File: src/rtl/mips_mmio_pkg.sv
// Shared constants for the CPU data-memory responder: MMIO page, register map,
// STATUS bit layout and timer reset value.
package mips_mmio_pkg;

  localparam logic [31:0] MMIO_BASE  = 32'hFFFF_0000;
  localparam logic [27:0] MMIO_PAGE  = 28'hFFFF_000;
  localparam logic [31:0] TCMP_RESET = 32'hFFFF_FFFF;

  typedef enum logic [1:0] {
    REG_TCNT   = 2'd0,
    REG_TCMP   = 2'd1,
    REG_STATUS = 2'd2,
    REG_TXDATA = 2'd3
  } mmio_reg_e;

  localparam int ST_FULL  = 0;
  localparam int ST_EMPTY = 1;
  localparam int ST_MATCH = 2;
  localparam int ST_OVF   = 3;

  function automatic logic [31:0] status_word(input logic full, input logic empty,
                                              input logic match, input logic ovf);
    logic [31:0] w;
    w           = '0;
    w[ST_FULL]  = full;
    w[ST_EMPTY] = empty;
    w[ST_MATCH] = match;
    w[ST_OVF]   = ovf;
    return w;
  endfunction

endpackage

File: src/rtl/mips_dmem_responder_if.sv
// CPU data-memory port plus the TX byte stream and timer interrupt of the responder.
interface mips_dmem_responder_if;
  logic        memwrite;
  logic [31:0] memaddr;
  logic [31:0] memwritedata;
  logic [31:0] memreaddata;
  logic        tx_valid;
  logic [7:0]  tx_data;
  logic        tx_ready;
  logic        irq;

  modport master (
    output memwrite, memaddr, memwritedata, tx_ready,
    input  memreaddata, tx_valid, tx_data, irq
  );

  modport slave (
    input  memwrite, memaddr, memwritedata, tx_ready,
    output memreaddata, tx_valid, tx_data, irq
  );
endinterface

File: src/rtl/mips_dmem_responder_tx_fifo.sv
// Synchronous byte FIFO for the MMIO TX path; head/valid come straight from
// registered state so a byte pushed into an empty FIFO shows up one cycle later.
module mmio_tx_fifo #(
  parameter int DEPTH = 8
) (
  input  logic                       clk,
  input  logic                       reset,
  input  logic                       push,
  input  logic [7:0]                 push_data,
  input  logic                       pop,
  output logic                       full,
  output logic                       empty,
  output logic [$clog2(DEPTH):0]     count,
  output logic [7:0]                 head
);
  localparam int PW = $clog2(DEPTH);
  localparam int CW = PW + 1;

  logic [7:0]    mem_reg [DEPTH];
  logic [PW-1:0] wr_ptr_reg, rd_ptr_reg;
  logic [CW-1:0] count_reg, count_next;
  logic          push_ok, pop_ok;

  assign full    = (count_reg == CW'(DEPTH));
  assign empty   = (count_reg == '0);
  assign count   = count_reg;
  assign push_ok = push & ~full;
  assign pop_ok  = pop & ~empty;
  // Storage is never reset, so mask the head while empty to keep it at zero.
  assign head    = empty ? 8'h00 : mem_reg[rd_ptr_reg];

  always_comb begin
    count_next = count_reg;
    case ({push_ok, pop_ok})
      2'b10:   count_next = count_reg + CW'(1);
      2'b01:   count_next = count_reg - CW'(1);
      default: count_next = count_reg;
    endcase
  end

  always_ff @(posedge clk) begin
    if (push_ok) mem_reg[wr_ptr_reg] <= push_data;
  end

  always_ff @(posedge clk) begin
    if (!reset) begin
      wr_ptr_reg <= '0;
      rd_ptr_reg <= '0;
      count_reg  <= '0;
    end else begin
      if (push_ok) wr_ptr_reg <= wr_ptr_reg + PW'(1);
      if (pop_ok)  rd_ptr_reg <= rd_ptr_reg + PW'(1);
      count_reg <= count_next;
    end
  end
endmodule

File: src/rtl/mips_dmem_responder.sv
// Data-memory responder for the MIPS core: word RAM plus an MMIO page with a TX
// byte FIFO and, when MIPS_MMIO_TIMER_EN is defined, a free-running compare timer.
module mips_dmem_responder
  import mips_mmio_pkg::*;
#(
  parameter int RAM_WORDS  = 64,
  parameter int FIFO_DEPTH = 8
) (
  input logic                  clk,
  input logic                  reset,
  mips_dmem_responder_if.slave bus
);
  localparam int AW = $clog2(RAM_WORDS);
  localparam int CW = $clog2(FIFO_DEPTH) + 1;

  logic          ram_hit, mmio_hit;
  mmio_reg_e     reg_sel;
  logic [AW-1:0] ram_idx;
  logic          wr_tcnt, wr_tcmp, wr_status, wr_tx;
  logic          unused_addr_bits;

  assign ram_hit   = (bus.memaddr[31:AW+2] == '0);
  assign mmio_hit  = (bus.memaddr[31:4] == MMIO_PAGE);
  assign reg_sel   = mmio_reg_e'(bus.memaddr[3:2]);
  assign ram_idx   = bus.memaddr[AW+1:2];
  assign wr_tcnt   = bus.memwrite & mmio_hit & (reg_sel == REG_TCNT);
  assign wr_tcmp   = bus.memwrite & mmio_hit & (reg_sel == REG_TCMP);
  assign wr_status = bus.memwrite & mmio_hit & (reg_sel == REG_STATUS);
  assign wr_tx     = bus.memwrite & mmio_hit & (reg_sel == REG_TXDATA);
  assign unused_addr_bits = ^bus.memaddr[1:0];

  // Asynchronous read so loads complete in the MEM stage; old word on read-during-write.
  logic [31:0] ram_mem [RAM_WORDS];
  always_ff @(posedge clk) begin
    if (bus.memwrite && ram_hit) ram_mem[ram_idx] <= bus.memwritedata;
  end

  logic          fifo_full, fifo_empty;
  logic [CW-1:0] fifo_count;
  logic [7:0]    fifo_head;

  mmio_tx_fifo #(.DEPTH(FIFO_DEPTH)) u_tx_fifo (
    .clk       (clk),
    .reset     (reset),
    .push      (wr_tx),
    .push_data (bus.memwritedata[7:0]),
    .pop       (~fifo_empty & bus.tx_ready),
    .full      (fifo_full),
    .empty     (fifo_empty),
    .count     (fifo_count),
    .head      (fifo_head)
  );

  assign bus.tx_valid = ~fifo_empty;
  assign bus.tx_data  = fifo_head;

  // Overflow is judged against pre-edge fullness; a set beats a same-cycle clear.
  logic ovf_reg, ovf_next;
  always_comb begin
    ovf_next = ovf_reg;
    if (wr_status && bus.memwritedata[ST_OVF]) ovf_next = 1'b0;
    if (wr_tx && fifo_full)                    ovf_next = 1'b1;
  end

  always_ff @(posedge clk) begin
    if (!reset) ovf_reg <= 1'b0;
    else        ovf_reg <= ovf_next;
  end

  logic [31:0] tcnt_rd, tcmp_rd;
  logic        match_flag;

`ifdef MIPS_MMIO_TIMER_EN
  logic [31:0] tcnt_reg, tcnt_next, tcmp_reg, tcmp_next;
  logic        match_reg, match_next;

  always_comb begin
    tcnt_next  = wr_tcnt ? bus.memwritedata : tcnt_reg + 32'd1;
    tcmp_next  = wr_tcmp ? bus.memwritedata : tcmp_reg;
    match_next = match_reg;
    if (wr_status && bus.memwritedata[ST_MATCH]) match_next = 1'b0;
    if (tcnt_next == tcmp_reg)                   match_next = 1'b1;
  end

  always_ff @(posedge clk) begin
    if (!reset) begin
      tcnt_reg  <= '0;
      tcmp_reg  <= TCMP_RESET;
      match_reg <= 1'b0;
    end else begin
      tcnt_reg  <= tcnt_next;
      tcmp_reg  <= tcmp_next;
      match_reg <= match_next;
    end
  end

  assign tcnt_rd    = tcnt_reg;
  assign tcmp_rd    = tcmp_reg;
  assign match_flag = match_reg;
`else
  assign tcnt_rd    = '0;
  assign tcmp_rd    = '0;
  assign match_flag = 1'b0;
`endif

  assign bus.irq = match_flag;

  logic [31:0] rdata;
  always_comb begin
    rdata = '0;
    if (ram_hit) begin
      rdata = ram_mem[ram_idx];
    end else if (mmio_hit) begin
      case (reg_sel)
        REG_TCNT:   rdata = tcnt_rd;
        REG_TCMP:   rdata = tcmp_rd;
        REG_STATUS: rdata = status_word(fifo_full, fifo_empty, match_flag, ovf_reg);
        REG_TXDATA: rdata = 32'(fifo_count);
        default:    rdata = '0;
      endcase
    end
  end

  assign bus.memreaddata = rdata;
endmodule

File: src/flat_wrapper.sv
// flat-port wrapper written by rule: the top's interface ports become plain ports
module mips_dmem_responder_flat import mips_mmio_pkg::*;
#(
  parameter int RAM_WORDS  = 64,
  parameter int FIFO_DEPTH = 8
)
  (clk, reset, bus_memwrite, bus_memaddr, bus_memwritedata, bus_tx_ready, bus_memreaddata, bus_tx_valid, bus_tx_data, bus_irq);
  mips_dmem_responder_if bus_i ();
  input logic clk;
  input logic reset;
  input wire logic [$bits(bus_i.memwrite)-1:0] bus_memwrite;
  input wire logic [$bits(bus_i.memaddr)-1:0] bus_memaddr;
  input wire logic [$bits(bus_i.memwritedata)-1:0] bus_memwritedata;
  input wire logic [$bits(bus_i.tx_ready)-1:0] bus_tx_ready;
  output wire logic [$bits(bus_i.memreaddata)-1:0] bus_memreaddata;
  output wire logic [$bits(bus_i.tx_valid)-1:0] bus_tx_valid;
  output wire logic [$bits(bus_i.tx_data)-1:0] bus_tx_data;
  output wire logic [$bits(bus_i.irq)-1:0] bus_irq;
  assign bus_i.memwrite = bus_memwrite;
  assign bus_i.memaddr = bus_memaddr;
  assign bus_i.memwritedata = bus_memwritedata;
  assign bus_i.tx_ready = bus_tx_ready;
  assign bus_memreaddata = bus_i.memreaddata;
  assign bus_tx_valid = bus_i.tx_valid;
  assign bus_tx_data = bus_i.tx_data;
  assign bus_irq = bus_i.irq;
  mips_dmem_responder #(.RAM_WORDS(RAM_WORDS), .FIFO_DEPTH(FIFO_DEPTH)) u_core (.clk(clk), .reset(reset), .bus(bus_i));
endmodule
File: config.mk
export PLATFORM = sky130hd
export DESIGN_NAME = mips_dmem_responder_flat
export DESIGN_NICKNAME = d
export VERILOG_FILES = /design/src/rtl/mips_mmio_pkg.sv /design/src/rtl/mips_dmem_responder_if.sv /design/src/rtl/mips_dmem_responder_tx_fifo.sv /design/src/rtl/mips_dmem_responder.sv /design/src/flat_wrapper.sv
export SDC_FILE = /design/constraint.sdc
export NUM_CORES = 2
export LEC_CHECK = 0
export CAP_MARGIN = 15
export CORE_MARGIN = 1
export CORE_UTILIZATION = 25
export DETAILED_ROUTE_END_ITERATION = 8
export PLACE_DENSITY = 0.46
export REMOVE_ABC_BUFFERS = 1
export SLEW_MARGIN = 10
export SYNTH_ARGS = -nofsm -noshare
export SYNTH_HDL_FRONTEND = slang
export SYNTH_HIERARCHICAL = 1
export SYNTH_SLANG_ARGS = --single-unit
File: constraint.sdc
create_clock -name clk -period 9.35 [get_ports clk]
set_clock_uncertainty 0.05 [all_clocks]
set_input_delay 2.805 -clock clk [delete_from_list [all_inputs] [get_ports clk]]
set_output_delay 2.805 -clock clk [all_outputs]
set_load 0.05 [all_outputs]
==> run_summary.xml <==
<?xml version="1.0" encoding="UTF-8"?>
<metrics>
  <group name="sta">
    <metric name="timing.max_slew.rel_slack" unit="">0.162</metric>
    <metric name="worst-slew-pin-transition" unit="ns">1.25</metric>
    <metric name="rsz_0062_raised_after_global_routing" unit="">false</metric>
    <metric name="final_period_minus_worst_setup_slack" unit="ns">9.35</metric>
    <metric name="finalMaxSlewViolations" unit="">0</metric>
    <metric name="period_utilization_post_route" unit="">1.00</metric>
    <metric name="hold_viol" unit="">0</metric>
    <metric name="setup_viol" unit="">0</metric>
    <metric name="achievable-frequency" unit="GHz">0.107</metric>
  </group>
  <group name="global_route">
    <metric name="grt_pass1_vias" unit="">47022</metric>
    <metric name="grt_remaining_overflow" unit="">0</metric>
    <metric name="all_layer_gr_usage" unit="">0.184</metric>
    <metric name="first_pass_grt_wire_length" unit="mm">420</metric>
    <metric name="grt_max_degree" unit="">74</metric>
    <metric name="number_of_antenna_violations_at_the_first_check_in_global_routing" unit="">27</metric>
  </group>
  <group name="synth">
    <metric name="synthTopCellsByArea" unit="">sky130_fd_sc_hd__edfxtp_1 (77%), sky130_fd_sc_hd__mux2i_1 (3.7%), sky130_fd_sc_hd__mux4_2 (3.3%)</metric>
    <metric name="synth_edf_count" unit="">2112</metric>
    <metric name="post_synth_instance_area" unit="sq um">82400</metric>
    <metric name="library_cells_used_by_synthesis" unit="">77</metric>
    <metric name="yosysTopAreaCell" unit="">sky130_fd_sc_hd__edfxtp_1</metric>
    <metric name="synthCells" unit="">4474</metric>
    <metric name="synth.yosys.warnings" unit="">6</metric>
    <metric name="synth-seq-cells" unit="">2126</metric>
    <metric name="synth_seq_area_share" unit="">0.773</metric>
    <metric name="yosysMostFrequentCell" unit="">sky130_fd_sc_hd__edfxtp_1</metric>
    <metric name="synth.top_cell.area_share" unit="">0.770</metric>
    <metric name="yosys_most_used_dff" unit="">sky130_fd_sc_hd__edfxtp_1</metric>
    <metric name="synth.avg_cell_area" unit="sq um">18.4</metric>
    <metric name="asyncSetResetFlopFracSynth" unit="">0</metric>
    <metric name="synth_common_cells" unit="">sky130_fd_sc_hd__edfxtp_1 (2112), sky130_fd_sc_hd__mux2i_1 (306), sky130_fd_sc_hd__a221oi_1 (222), sky130_fd_sc_hd__nor2_1 (195), sky130_fd_sc_hd__a21oi_1 (161)</metric>
  </group>
  <group name="placed_design">
    <metric name="number_of_buffer_cells_added_on_primary_ports" unit="">106</metric>
    <metric name="place.gp.congestion" unit="">0.822</metric>
    <metric name="detailedPlacementHpwl" unit="mm">188</metric>
    <metric name="numPlacedInstances" unit="">9025</metric>
  </group>
  <group name="setup_path">
    <metric name="cp_data_required_time" unit="ns">6.50</metric>
    <metric name="worstPathCellList" unit="">buf_8, buf_12, inv_6, buf_12, buf_4, mux2i_1, o21ai_0, a21oi_1, a41oi_1, buf_4, buf_12</metric>
    <metric name="critical_path.max_fanout" unit="">44</metric>
    <metric name="worstPathBufferInverterCount" unit="">7</metric>
    <metric name="critical_path.max_stage_delay" unit="ns">0.69</metric>
    <metric name="critical_path.endpoint_type" unit="">output port</metric>
    <metric name="timing.setup.critical_path_class" unit="">input port to output port</metric>
    <metric name="path_common_cell" unit="">sky130_fd_sc_hd__buf_12</metric>
    <metric name="cp_data_arrival_time" unit="ns">6.49</metric>
    <metric name="startpoint_type" unit="">input port</metric>
    <metric name="cell_with_the_largest_stage_delay_on_the_worst_path" unit="">sky130_fd_sc_hd__o21ai_0</metric>
    <metric name="category_of_cells_accounting_for_the_largest_share_of_critical_path_delay" unit="">buffers and inverters</metric>
  </group>
  <group name="finish">
    <metric name="final_nets" unit="">4978</metric>
    <metric name="drive_above_1_share" unit="">0.225</metric>
    <metric name="stdcell_count" unit="">9435</metric>
    <metric name="number_of_flip_flops_under_the_largest_register_name" unit="">2048</metric>
    <metric name="areaGrowthSynthToFinish" unit="%">19.4</metric>
    <metric name="layout.core_utilization" unit="">0.300</metric>
  </group>
  <group name="outcome">
    <metric name="run_status" unit="">finished clean</metric>
  </group>
  <group name="clock_network">
    <metric name="insertion_delay" unit="ns">0.85</metric>
    <metric name="postCtsSetupBuffers" unit="">0</metric>
    <metric name="clk_path_buf_depth" unit="">3</metric>
    <metric name="clock_sink_count" unit="">2126</metric>
    <metric name="cts_tree" unit="">yes</metric>
    <metric name="cts_repair_resize_count" unit="">0</metric>
    <metric name="clkSlewWorstSetupHoldPaths" unit="ns">0.06</metric>
    <metric name="cts_hold_buffers" unit="">0</metric>
    <metric name="ctsRootBufferMaster" unit="">sky130_fd_sc_hd__clkbuf_16</metric>
    <metric name="cts.htree.levels" unit="">4</metric>
    <metric name="tritoncts.num_buffers" unit="">220</metric>
  </group>
  <group name="flow_run">
    <metric name="cap_violations" unit="">0</metric>
  </group>
  <group name="worst_hold_path">
    <metric name="worstHoldPathType" unit="">flip-flop to flip-flop</metric>
  </group>
  <group name="route">
    <metric name="ant_nets" unit="">0</metric>
    <metric name="drt_iter0_drc" unit="">6144</metric>
    <metric name="total_wirelength" unit="mm">314</metric>
    <metric name="via_count" unit="">48958</metric>
    <metric name="detail_route.first_pass.iterations" unit="">8</metric>
    <metric name="route.detailed.wl_per_inst" unit="microns">33.3</metric>
    <metric name="detail_route.drc_violations" unit="">0</metric>
    <metric name="viasPerCell" unit="">5.19</metric>
  </group>
  <group name="die">
    <metric name="row_count" unit="">210</metric>
    <metric name="starting_density_of_the_core" unit="">0.251</metric>
    <metric name="num_io_pins" unit="">110</metric>
    <metric name="floorplan.die.width" unit="microns">576</metric>
    <metric name="die_h" unit="microns">576</metric>
    <metric name="fp.dieArea" unit="sq um">332000</metric>
    <metric name="fp.coreArea" unit="sq um">328000</metric>
  </group>
  <group name="power">
    <metric name="design_power_total" unit="W">0.0200</metric>
    <metric name="power.ir.vdd_worst" unit="mV">0.196</metric>
    <metric name="p_leak" unit="nW">30.9</metric>
    <metric name="pwr_density_cell" unit="nW/um^2">204</metric>
  </group>
</metrics>
-- final timing paths --
kind	startpoint	endpoint	slack, ns	cells past startpoint
setup / recovery	bus_memaddr[2]	bus_memreaddata[13]	0.0002	11
hold / removal	u_core/ovf_reg$_SDFFE_PN0P_	u_core/ovf_reg$_SDFFE_PN0P_	0.45	2
setup reg to reg	u_core/u_tx_fifo/count[1]$_SDFFE_PN0P_	u_core/u_tx_fifo/count[2]$_SDFFE_PN0P_	6.38	11
hold reg to reg	u_core/ovf_reg$_SDFFE_PN0P_	u_core/ovf_reg$_SDFFE_PN0P_	0.45	2
-- layout make-up --
| type | count | area, sq um |
|---|---|---|
| diodes | 2 | 5.00 |
| clock buffers | 286 | 5870 |
| clock inverters | 118 | 862 |
| fillers | 32047 | 229000 |
| inverters | 7 | 36.3 |
| multi-input cells | 2031 | 17500 |
| flip-flops and latches | 2126 | 63700 |
| well taps | 4346 | 5440 |
| repair buffers | 519 | 4990 |
-- worst reg2reg max path, cell delays in order, from the launching register on --
cell and delay (ns):
sky130_fd_sc_hd__dfxtp_1 0.41, sky130_fd_sc_hd__nor4_4 0.69, sky130_fd_sc_hd__nor2b_1 0.14, sky130_fd_sc_hd__nand2b_1 0.18, sky130_fd_sc_hd__inv_1 0.08, sky130_fd_sc_hd__ha_1 0.25, sky130_fd_sc_hd__xor2_1 0.17, sky130_fd_sc_hd__ha_1 0.19
sky130_fd_sc_hd__a21oi_1 0.15, sky130_fd_sc_hd__xor2_1 0.10, sky130_fd_sc_hd__or3_1 0.32, sky130_fd_sc_hd__a21boi_0 0.16
-- report_power, final --
part / internal, W / leakage, nW / switching (W) / total [W]
clock network: 0.00465 / 3.30 / 0.00372 / 0.00837
registers: 0.0105 / 19.1 / 0.00000000000308 / 0.0105
logic: 0.000352 / 8.49 / 0.000826 / 0.00118
-- cells in the final DEF, fill, tap and decap left out, drive strengths merged, types with 6 or more instances in the layout --
cell type	n
o21ai	127
mux2	144
o22ai	68
o221ai	23
and2	14
clkdlybuf4s50	38
a221oi	226
o2bb2ai	17
o211ai	19
edfxtp	2112
a22o	39
a31oi	32
and3	6
nand2b	9
a21oi	161
clkbuf	286
a222oi	18
buf	481
nor2b	12
dfxtp	14
nor3	17
a211oi	10
mux2i	306
a221o	35
inv	18
nand4	9
clkinv	96
nand2	106
a41oi	10
nor2	199
nor4	11
bufinv	9
a22oi	136
o22a	18
mux4	122
nand3	50
a32oi	8
-- metal layers --
metal	up-vias	wire length (microns)	global-route usage
li1	19468	-	-
met1	26552	133000	0.255
met2	2489	145000	0.294
met3	437	26400	0.0320
met4	12	9900	0.0530
met5	-	82	0
-- kinds of logic after synthesis --
| logic type | count (synthesis) | share of synthesized area |
|---|---|---|
| xor+xnor | 7 | 0.000744 |
| flops | 2126 | 0.773 |
| compound gates | 990 | 0.0878 |
| mux | 572 | 0.0903 |
| simple gates | 456 | 0.0250 |
| fa+ha+maj | 5 | 0.000759 |
| buf+inv | 317 | 0.0221 |
| other cells | 1 | 0.0000455 |
-- metrics by stage --
step | area [sq um] | TNS (ns) | hold slack (ns) | setup slack, ns
final | 98400 | 0 | 0.446 | 0.000228
after global routing | 98400 | 0 | 0.499 | 0.106
after CTS | 98300 | 0 | 0.451 | 0.0277
after detailed placement | 91600 | 0 | 0.442 | 0.0132
after global placement | 91500 | 0 | 0.430 | 0.0242
after floorplan | 80600 | -13.62 | 0.403 | -0.832
(Power assumes the default switching activity.)
